===== src/rtl/cache_state_ram_if.sv =====
// Bundle between the cache FSM / line RAMs and the set state store.
// master = cache side and memory path, slave = cache_state_ram.
interface cache_state_ram_if #(
  parameter int WAYS      = 4,
  parameter int SETS_LOG2 = 8,
  parameter int LINE_LOG2 = 4,
  parameter int TAG_W     = 20
);
  localparam int CW    = 3*WAYS-1;
  localparam int LB    = 8 << LINE_LOG2;
  localparam int WAY_W = $clog2(WAYS);

  logic [31:0]          address;
  logic                 read_do;
  logic                 write_do;
  logic [CW-1:0]        data;
  logic [CW-1:0]        q;
  logic                 busy;
  logic                 invd_do;
  logic                 invd_done;
  logic                 wbinvd_do;
  logic                 wbinvd_done;
  logic                 wb_do;
  logic                 wb_done;
  logic                 line_rd_do;
  logic [SETS_LOG2-1:0] line_rd_set;
  logic [WAY_W-1:0]     line_rd_way;
  logic [TAG_W+LB-1:0]  line_rd_q;
  logic                 writeline_do;
  logic                 writeline_done;
  logic [31:0]          writeline_address;
  logic [LB-1:0]        writeline_line;

  modport master (
    output address, read_do, write_do, data,
    output invd_do, wbinvd_do, wb_do,
    output line_rd_q, writeline_done,
    input  q, busy, invd_done, wbinvd_done, wb_done,
    input  line_rd_do, line_rd_set, line_rd_way,
    input  writeline_do, writeline_address, writeline_line
  );

  modport slave (
    input  address, read_do, write_do, data,
    input  invd_do, wbinvd_do, wb_do,
    input  line_rd_q, writeline_done,
    output q, busy, invd_done, wbinvd_done, wb_done,
    output line_rd_do, line_rd_set, line_rd_way,
    output writeline_do, writeline_address, writeline_line
  );
endinterface


===== src/rtl/cache_state_ram.sv =====
// Per-set MSI + tree-pLRU state store with init, invalidate,
// write-back-invalidate and write-back-only sweeps.
module cache_state_ram #(
  parameter int WAYS      = 4,
  parameter int SETS_LOG2 = 8,
  parameter int LINE_LOG2 = 4,
  parameter int TAG_W     = 20
) (
  input logic              clk,
  input logic              rst_n,
  cache_state_ram_if.slave bus
);
  localparam int CW    = 3*WAYS-1;
  localparam int LB    = 8 << LINE_LOG2;
  localparam int WAY_W = $clog2(WAYS);
  localparam int SETS  = 1 << SETS_LOG2;

  typedef enum logic [2:0] {
    IDLE, INIT, INVD, SW_RD, SW_EVAL
  } state_t;

  state_t               state_q, state_d;
  logic [SETS_LOG2-1:0] set_cnt_q, set_cnt_d;
  logic [SETS_LOG2-1:0] last_set_q, last_set_d;
  logic [WAY_W-1:0]     way_cnt_q, way_cnt_d;
  logic                 wb_mode_q, wb_mode_d;
  logic                 end_q, end_d;
  logic                 first_q, first_d;
  logic [TAG_W+LB-1:0]  hold_q, hold_d;

  logic [CW-1:0]        mem_q [SETS];
  logic                 mem_we;
  logic [SETS_LOG2-1:0] mem_wa;
  logic [CW-1:0]        mem_wd;
  logic [SETS_LOG2-1:0] acc_set, rd_addr;
  logic [CW-1:0]        rd_word, clean_word;
  logic [1:0]           msi;
  logic [TAG_W+LB-1:0]  line_cur;
  logic                 start, dirty, adv;
  logic                 way_last, set_last;
  logic                 addr_unused;

  assign acc_set  = bus.address[LINE_LOG2 +: SETS_LOG2];
  assign rd_addr  = (state_q == IDLE) ? last_set_q : set_cnt_q;
  assign rd_word  = mem_q[rd_addr];
  assign way_last = (way_cnt_q == WAY_W'(WAYS-1));
  assign set_last = &set_cnt_q;
  assign start    = (state_q == IDLE) &&
                    (bus.invd_do || bus.wbinvd_do || bus.wb_do);
  // Line RAM output is only guaranteed one cycle; hold it for stalls.
  assign line_cur = first_q ? bus.line_rd_q : hold_q;
  assign addr_unused = ^{bus.address[31:LINE_LOG2+SETS_LOG2],
                         bus.address[LINE_LOG2-1:0]};

  always_comb begin
    msi = 2'b00;
    clean_word = rd_word;
    for (int i = 0; i < WAYS; i++) begin
      if (way_cnt_q == WAY_W'(i)) msi = rd_word[2*i +: 2];
      clean_word[2*i+1] = 1'b0;
    end
    dirty = (msi == 2'b11);
  end

  always_comb begin
    state_d    = state_q;
    set_cnt_d  = set_cnt_q;
    way_cnt_d  = way_cnt_q;
    wb_mode_d  = wb_mode_q;
    last_set_d = bus.read_do ? acc_set : last_set_q;
    first_d    = (state_q == SW_RD);
    hold_d     = line_cur;
    mem_we     = 1'b0;
    mem_wa     = set_cnt_q;
    mem_wd     = '0;
    adv        = 1'b0;
    bus.invd_done    = 1'b0;
    bus.wbinvd_done  = 1'b0;
    bus.wb_done      = 1'b0;
    bus.line_rd_do   = 1'b0;
    bus.writeline_do = 1'b0;
    unique case (state_q)
      IDLE: begin
        if (bus.invd_do) begin
          state_d = INVD;
        end else if (bus.wbinvd_do) begin
          state_d   = SW_RD;
          wb_mode_d = 1'b0;
        end else if (bus.wb_do) begin
          state_d   = SW_RD;
          wb_mode_d = 1'b1;
        end else if (bus.write_do) begin
          mem_we = 1'b1;
          mem_wa = acc_set;
          mem_wd = bus.data;
        end
      end
      INIT, INVD: begin
        mem_we = 1'b1;
        if (set_last) begin
          state_d       = IDLE;
          set_cnt_d     = '0;
          bus.invd_done = (state_q == INVD);
        end else begin
          set_cnt_d = set_cnt_q + 1'b1;
        end
      end
      SW_RD: begin
        bus.line_rd_do = 1'b1;
        state_d        = SW_EVAL;
      end
      SW_EVAL: begin
        bus.writeline_do = dirty;
        adv = !dirty || bus.writeline_done;
        if (adv && way_last) begin
          mem_we    = 1'b1;
          mem_wd    = wb_mode_q ? clean_word : '0;
          way_cnt_d = '0;
          if (set_last) begin
            state_d         = IDLE;
            set_cnt_d       = '0;
            bus.wb_done     = wb_mode_q;
            bus.wbinvd_done = !wb_mode_q;
          end else begin
            state_d   = SW_RD;
            set_cnt_d = set_cnt_q + 1'b1;
          end
        end else if (adv) begin
          state_d   = SW_RD;
          way_cnt_d = way_cnt_q + 1'b1;
        end
      end
      default: state_d = IDLE;
    endcase
    end_d = (state_q != IDLE) && (state_d == IDLE);
  end

  assign bus.busy        = (state_q != IDLE);
  assign bus.q           = (bus.busy || start || end_q) ? '0 : rd_word;
  assign bus.line_rd_set = set_cnt_q;
  assign bus.line_rd_way = way_cnt_q;
  assign bus.writeline_line    = line_cur[LB-1:0];
  assign bus.writeline_address = {line_cur[LB +: TAG_W], set_cnt_q,
                                  {LINE_LOG2{1'b0}}};

  always_ff @(posedge clk) begin
    if (rst_n && mem_we) mem_q[mem_wa] <= mem_wd;
  end

  always_ff @(posedge clk) begin
    if (!rst_n) begin
      state_q    <= INIT;
      set_cnt_q  <= '0;
      last_set_q <= '0;
      way_cnt_q  <= '0;
      wb_mode_q  <= 1'b0;
      end_q      <= 1'b0;
      first_q    <= 1'b0;
      hold_q     <= '0;
    end else begin
      state_q    <= state_d;
      set_cnt_q  <= set_cnt_d;
      last_set_q <= last_set_d;
      way_cnt_q  <= way_cnt_d;
      wb_mode_q  <= wb_mode_d;
      end_q      <= end_d;
      first_q    <= first_d;
      hold_q     <= hold_d;
    end
  end
endmodule


===== src/flat_wrapper.sv =====
// flat-port wrapper written by rule: the top's interface ports become plain ports
module cache_state_ram_flat 
#(
  parameter int WAYS      = 4,
  parameter int SETS_LOG2 = 8,
  parameter int LINE_LOG2 = 4,
  parameter int TAG_W     = 20
)
  (clk, rst_n, bus_address, bus_read_do, bus_write_do, bus_data, bus_invd_do, bus_wbinvd_do, bus_wb_do, bus_line_rd_q, bus_writeline_done, bus_q, bus_busy, bus_invd_done, bus_wbinvd_done, bus_wb_done, bus_line_rd_do, bus_line_rd_set, bus_line_rd_way, bus_writeline_do, bus_writeline_address, bus_writeline_line);
  cache_state_ram_if #(.WAYS(WAYS), .SETS_LOG2(SETS_LOG2), .LINE_LOG2(LINE_LOG2), .TAG_W(TAG_W)) bus_i ();
  input logic clk;
  input logic rst_n;
  input wire logic [$bits(bus_i.address)-1:0] bus_address;
  input wire logic [$bits(bus_i.read_do)-1:0] bus_read_do;
  input wire logic [$bits(bus_i.write_do)-1:0] bus_write_do;
  input wire logic [$bits(bus_i.data)-1:0] bus_data;
  input wire logic [$bits(bus_i.invd_do)-1:0] bus_invd_do;
  input wire logic [$bits(bus_i.wbinvd_do)-1:0] bus_wbinvd_do;
  input wire logic [$bits(bus_i.wb_do)-1:0] bus_wb_do;
  input wire logic [$bits(bus_i.line_rd_q)-1:0] bus_line_rd_q;
  input wire logic [$bits(bus_i.writeline_done)-1:0] bus_writeline_done;
  output wire logic [$bits(bus_i.q)-1:0] bus_q;
  output wire logic [$bits(bus_i.busy)-1:0] bus_busy;
  output wire logic [$bits(bus_i.invd_done)-1:0] bus_invd_done;
  output wire logic [$bits(bus_i.wbinvd_done)-1:0] bus_wbinvd_done;
  output wire logic [$bits(bus_i.wb_done)-1:0] bus_wb_done;
  output wire logic [$bits(bus_i.line_rd_do)-1:0] bus_line_rd_do;
  output wire logic [$bits(bus_i.line_rd_set)-1:0] bus_line_rd_set;
  output wire logic [$bits(bus_i.line_rd_way)-1:0] bus_line_rd_way;
  output wire logic [$bits(bus_i.writeline_do)-1:0] bus_writeline_do;
  output wire logic [$bits(bus_i.writeline_address)-1:0] bus_writeline_address;
  output wire logic [$bits(bus_i.writeline_line)-1:0] bus_writeline_line;
  assign bus_i.address = bus_address;
  assign bus_i.read_do = bus_read_do;
  assign bus_i.write_do = bus_write_do;
  assign bus_i.data = bus_data;
  assign bus_i.invd_do = bus_invd_do;
  assign bus_i.wbinvd_do = bus_wbinvd_do;
  assign bus_i.wb_do = bus_wb_do;
  assign bus_i.line_rd_q = bus_line_rd_q;
  assign bus_i.writeline_done = bus_writeline_done;
  assign bus_q = bus_i.q;
  assign bus_busy = bus_i.busy;
  assign bus_invd_done = bus_i.invd_done;
  assign bus_wbinvd_done = bus_i.wbinvd_done;
  assign bus_wb_done = bus_i.wb_done;
  assign bus_line_rd_do = bus_i.line_rd_do;
  assign bus_line_rd_set = bus_i.line_rd_set;
  assign bus_line_rd_way = bus_i.line_rd_way;
  assign bus_writeline_do = bus_i.writeline_do;
  assign bus_writeline_address = bus_i.writeline_address;
  assign bus_writeline_line = bus_i.writeline_line;
  cache_state_ram #(.WAYS(WAYS), .SETS_LOG2(SETS_LOG2), .LINE_LOG2(LINE_LOG2), .TAG_W(TAG_W)) u_core (.clk(clk), .rst_n(rst_n), .bus(bus_i));
endmodule

===== config.mk =====
export PLATFORM = sky130hd
export DESIGN_NAME = cache_state_ram_flat
export DESIGN_NICKNAME = d
export VERILOG_FILES = /design/src/rtl/cache_state_ram_if.sv /design/src/rtl/cache_state_ram.sv /design/src/flat_wrapper.sv
export SDC_FILE = /design/constraint.sdc
export NUM_CORES = 2
export LEC_CHECK = 0
export BUFFER_PORTS_ARGS = -buffer_cell sky130_fd_sc_hd__buf_2
export CORE_MARGIN = 3
export CORE_UTILIZATION = 30
export CTS_BUF_LIST = sky130_fd_sc_hd__clkbuf_2
export DETAILED_ROUTE_END_ITERATION = 8
export PLACE_DENSITY = 0.57
export SYNTH_ARGS = -nofsm -noshare
export SYNTH_HDL_FRONTEND = slang
export SYNTH_SLANG_ARGS = --single-unit

===== constraint.sdc =====
create_clock -name clk -period 16.1 [get_ports clk]
set_input_delay 4.025 -clock clk [delete_from_list [all_inputs] [get_ports clk]]
set_output_delay 4.025 -clock clk [all_outputs]
set_load 0.02 [all_outputs]

==> flow_summary.yaml <==
run_status:
  status: "completed"
hold_path:
  hold_start: "u_core.state_q[2]"
  hold_path_class: "reg -> reg"
  holdPathEnd: "u_core.first_q"
  holdPathStages: 2
route:
  num_vias: 90337
  drt-total-wl_um: 481300
  vias_per_cell: 5.525
  first_iter_violations: 13296
  avgRoutedWirePerCell_um: 29.44
  first_pass_iters: 6
  antenna_left: 0
  route.detailed.drc: 0
cts:
  clock_tree.buffer_depth: 4
  postCtsHoldBufs: 0
  cts_root_buffer: "clkbuf_2"
  post_cts_buffers: 0
  h-tree-depth: 6
  worst_skew_pair.late_latency_ps: 2320
  cts_made_buffers: 760
  cts_resized: 0
  clkSinkCount: 2988
  cts_tree: "done"
  path_clk_slew_ps: 120
worst_setup_path:
  r2r_end: "u_core.mem_q[50][4]"
  critPathKind: "reg -> out"
  crit_buf_inv: 6
  slowest_stage: "o211ai_1"
  crit_start: "u_core.state_q[1]"
  cp_top_family: "buffers and inverters"
  worstPathRequired_ps: 12070
  worstPathCellList: "buf_4 > nor3_4 > buf_4 > buf_4 > mux2i_4 > buf_4 > nand2_1 > buf_4 > a221oi_1 > a211oi_1 > o211ai_1 > o32ai_2 > nor3_1 > nor4_1 > a211oi_2 > nor2_1 > buf_2"
  cpPeakStageDelay_ps: 900
  arrival_ps: 9640
  reg2reg_from: "u_core.state_q[1]"
  r2r_cells: 17
  r2r_slack_ps: 6110
  start_kind: "flip-flop"
  cp_common_cell: "buf_4"
  crit_path_max_fanout: 38
  cp-end-kind: "output pin"
finish:
  final_nets: 10300
  final_cells: 16350
  syn_to_final_growth_pct: 12.80
  drive_gt1_share_pct: 23.36
  register_area_sq_mm: 0.08803
  multi_input_area_sq_mm: 0.03581
  fill_cells: 41416
  layout_common_cells: "2816 x edfxtp_1, 1597 x nand2_1, 1095 x clkbuf_2"
  final_common_cell: "edfxtp_1"
floorplan:
  io_pins: 386
  dieHeight_um: 656.4
  core.rowCount: 238
  die_area_sq_mm: 0.4309
  die_w_um: 656.4
  start_util_pct: 30.16
  core_area_sq_mm: 0.4208
placed_design:
  io_buffers: 357
  place.gp.congestion: 0.9367
  pre_cts_ws_ps: 4999
  dp_cells: 14974
  hpwl_um: 290000
timing:
  fmax_ghz: 0.07318
  rsz0062_at_grt: "false"
  post-route-min-period_ps: 13670
  min_period_over_period_pct: 84.88
  fin_ws_ps: 2434
  max_slew_margin_pct: 2.093
  hold_viol_final: 0
  skew_ps: 330.7
  setup_viol: 0
  worst_slew_pin_slew_ps: 1457
  drv_slew: 0
power_and_ir_drop:
  peakVddDrop_mv: 0.06483
  p_leak_nw: 48.97
  power.density_mw_per_mm2: 105.0
logic_synthesis:
  ys_seq_elements: 2988
  yosys_warnings: 0
  synth_flop_cell: "edfxtp_1"
  ys_seq_area_share_pct: 69.34
  netlist_instances: 9270
  synth_cell_types: 106
  netlist.area_leader.share_pct: 66.63
  async_flop_share_pct: 0
  syn_avg_cell_area_sq_um: 13.69
  yosys-top-cells-area: "edfxtp_1 67%, nand2_1 4.7%, mux2i_1 3.2%"
  synth-edff-count: 2816
  yosys.area.top_type: "edfxtp_1"
  synth.cell_area_sq_mm: 0.1269
global_route:
  grt_usage_pct: 21.32
  antenna_found_initial: 51
  grt_max_degree: 193
  grt_pass1_vias: 83681
  grt_pass1_wl_um: 658400
  overflow: 0
job:
  cap_violations: 0
## flip-flops by register name (all words and copies together) (netlist names)
| signal | cells |
|---|---|
| u_core.last_set_q | 8 |
| u_core.mem_q | 2816 |
| u_core.hold_q | 148 |
| u_core.wb_mode_q | 1 |
| u_core.state_q | 3 |
| u_core.end_q | 1 |
| u_core.first_q | 1 |
| u_core.bus.line_rd_way | 2 |
| u_core.bus.line_rd_set | 8 |
## where the power goes
group          leakage [nW]  switching (mW)  total, mW  internal, mW
logic                  17.1           0.991       1.40         0.406
clock network          5.19            3.21       5.26          2.05
registers              26.6          0.0116       8.37          8.36
## worst reg2reg max path: stages, from the launching register on
cell	delay, ps
dfxtp_2	330
buf_4	430
or4b_1	830
nand2_4	460
nor2_2	980
buf_4	410
nand3_2	800
o22ai_1	590
nor4_1	230
nand4_1	370
and4_1	800
nor3_1	200
nand4b_1	230
buf_4	260
buf_4	310
o21ai_4	410
buf_4	900
buf_4	970
## per-layer routing
metal	vias up	part of all wire [%]	GRT usage [%]
li1	37661	-	-
met1	45236	38	27.13
met2	6186	44	31.78
met3	1224	13	7.506
met4	30	5.6	11.32
met5	-	0.055	0
## kinds of logic after synthesis
family	after synthesis	synth area share [%]
and+or+nand+nor	3405	12.26
DFF	2988	69.34
AOI/OAI and AO/OA	1381	7.819
muxes	764	7.547
buffers and inverters	726	2.982
adders and majority gates	5	0.04929
other	1	0.002955
## cell usage after synthesis (all sizes together) (20+ instances only)
cell,n
mux2i,408
mux2,224
nand2,1604
o21ai,123
a22oi,24
a211oi,334
edfxtp,2816
a21oi,207
nor3,83
nand4,40
nor2b,52
o22ai,81
nand3,660
a311oi,137
a2111oi,43
o211ai,22
and3,277
dfxtp,172
clkbuf,253
inv,20
o221ai,28
mux4,132
a221oi,24
buf,453
a31oi,157
nor4,47
and2,168
nor2,399
a31o,26
## worst max path at each step
stage | to | slack, ps | depth (start not counted)
2_1_floorplan | u_core.mem_q[0][10] | -400 | 3
3_3_place_gp | bus_writeline_do | 5010 | 17
3_5_place_dp | bus_writeline_do | 5000 | 17
4_1_cts | bus_writeline_do | 2580 | 17
5_1_grt | bus_writeline_do | 2350 | 17
6_report | bus_writeline_do | 2430 | 17
## cell type report
type | instances | area share (%)
repair buffers | 767 | 3.644
clock inverters | 224 | 0.9456
flip-flops and latches | 2988 | 61.49
multi-input cells | 5559 | 25.01
well taps | 5640 | 4.929
inverters | 20 | 0.05593
diodes | 57 | 0.09963
clock buffers | 1095 | 3.828
## metrics by stage
stage                     instance area [sq um]  utilization, %  TNS [ps]  power (mW)  hold slack (ps)
after floorplan                          126900               -   -703110       9.374            477.3
after global placement                   136200           32.37         0       9.902            546.6
after detailed placement                 136200           32.37         0       9.906            556.0
after CTS                                143000           33.99         0       15.08            570.5
after global routing                     143100           34.00         0       15.57            601.0
final                                    143200           34.03         0       15.03            567.9
(Power assumes the default switching activity.)
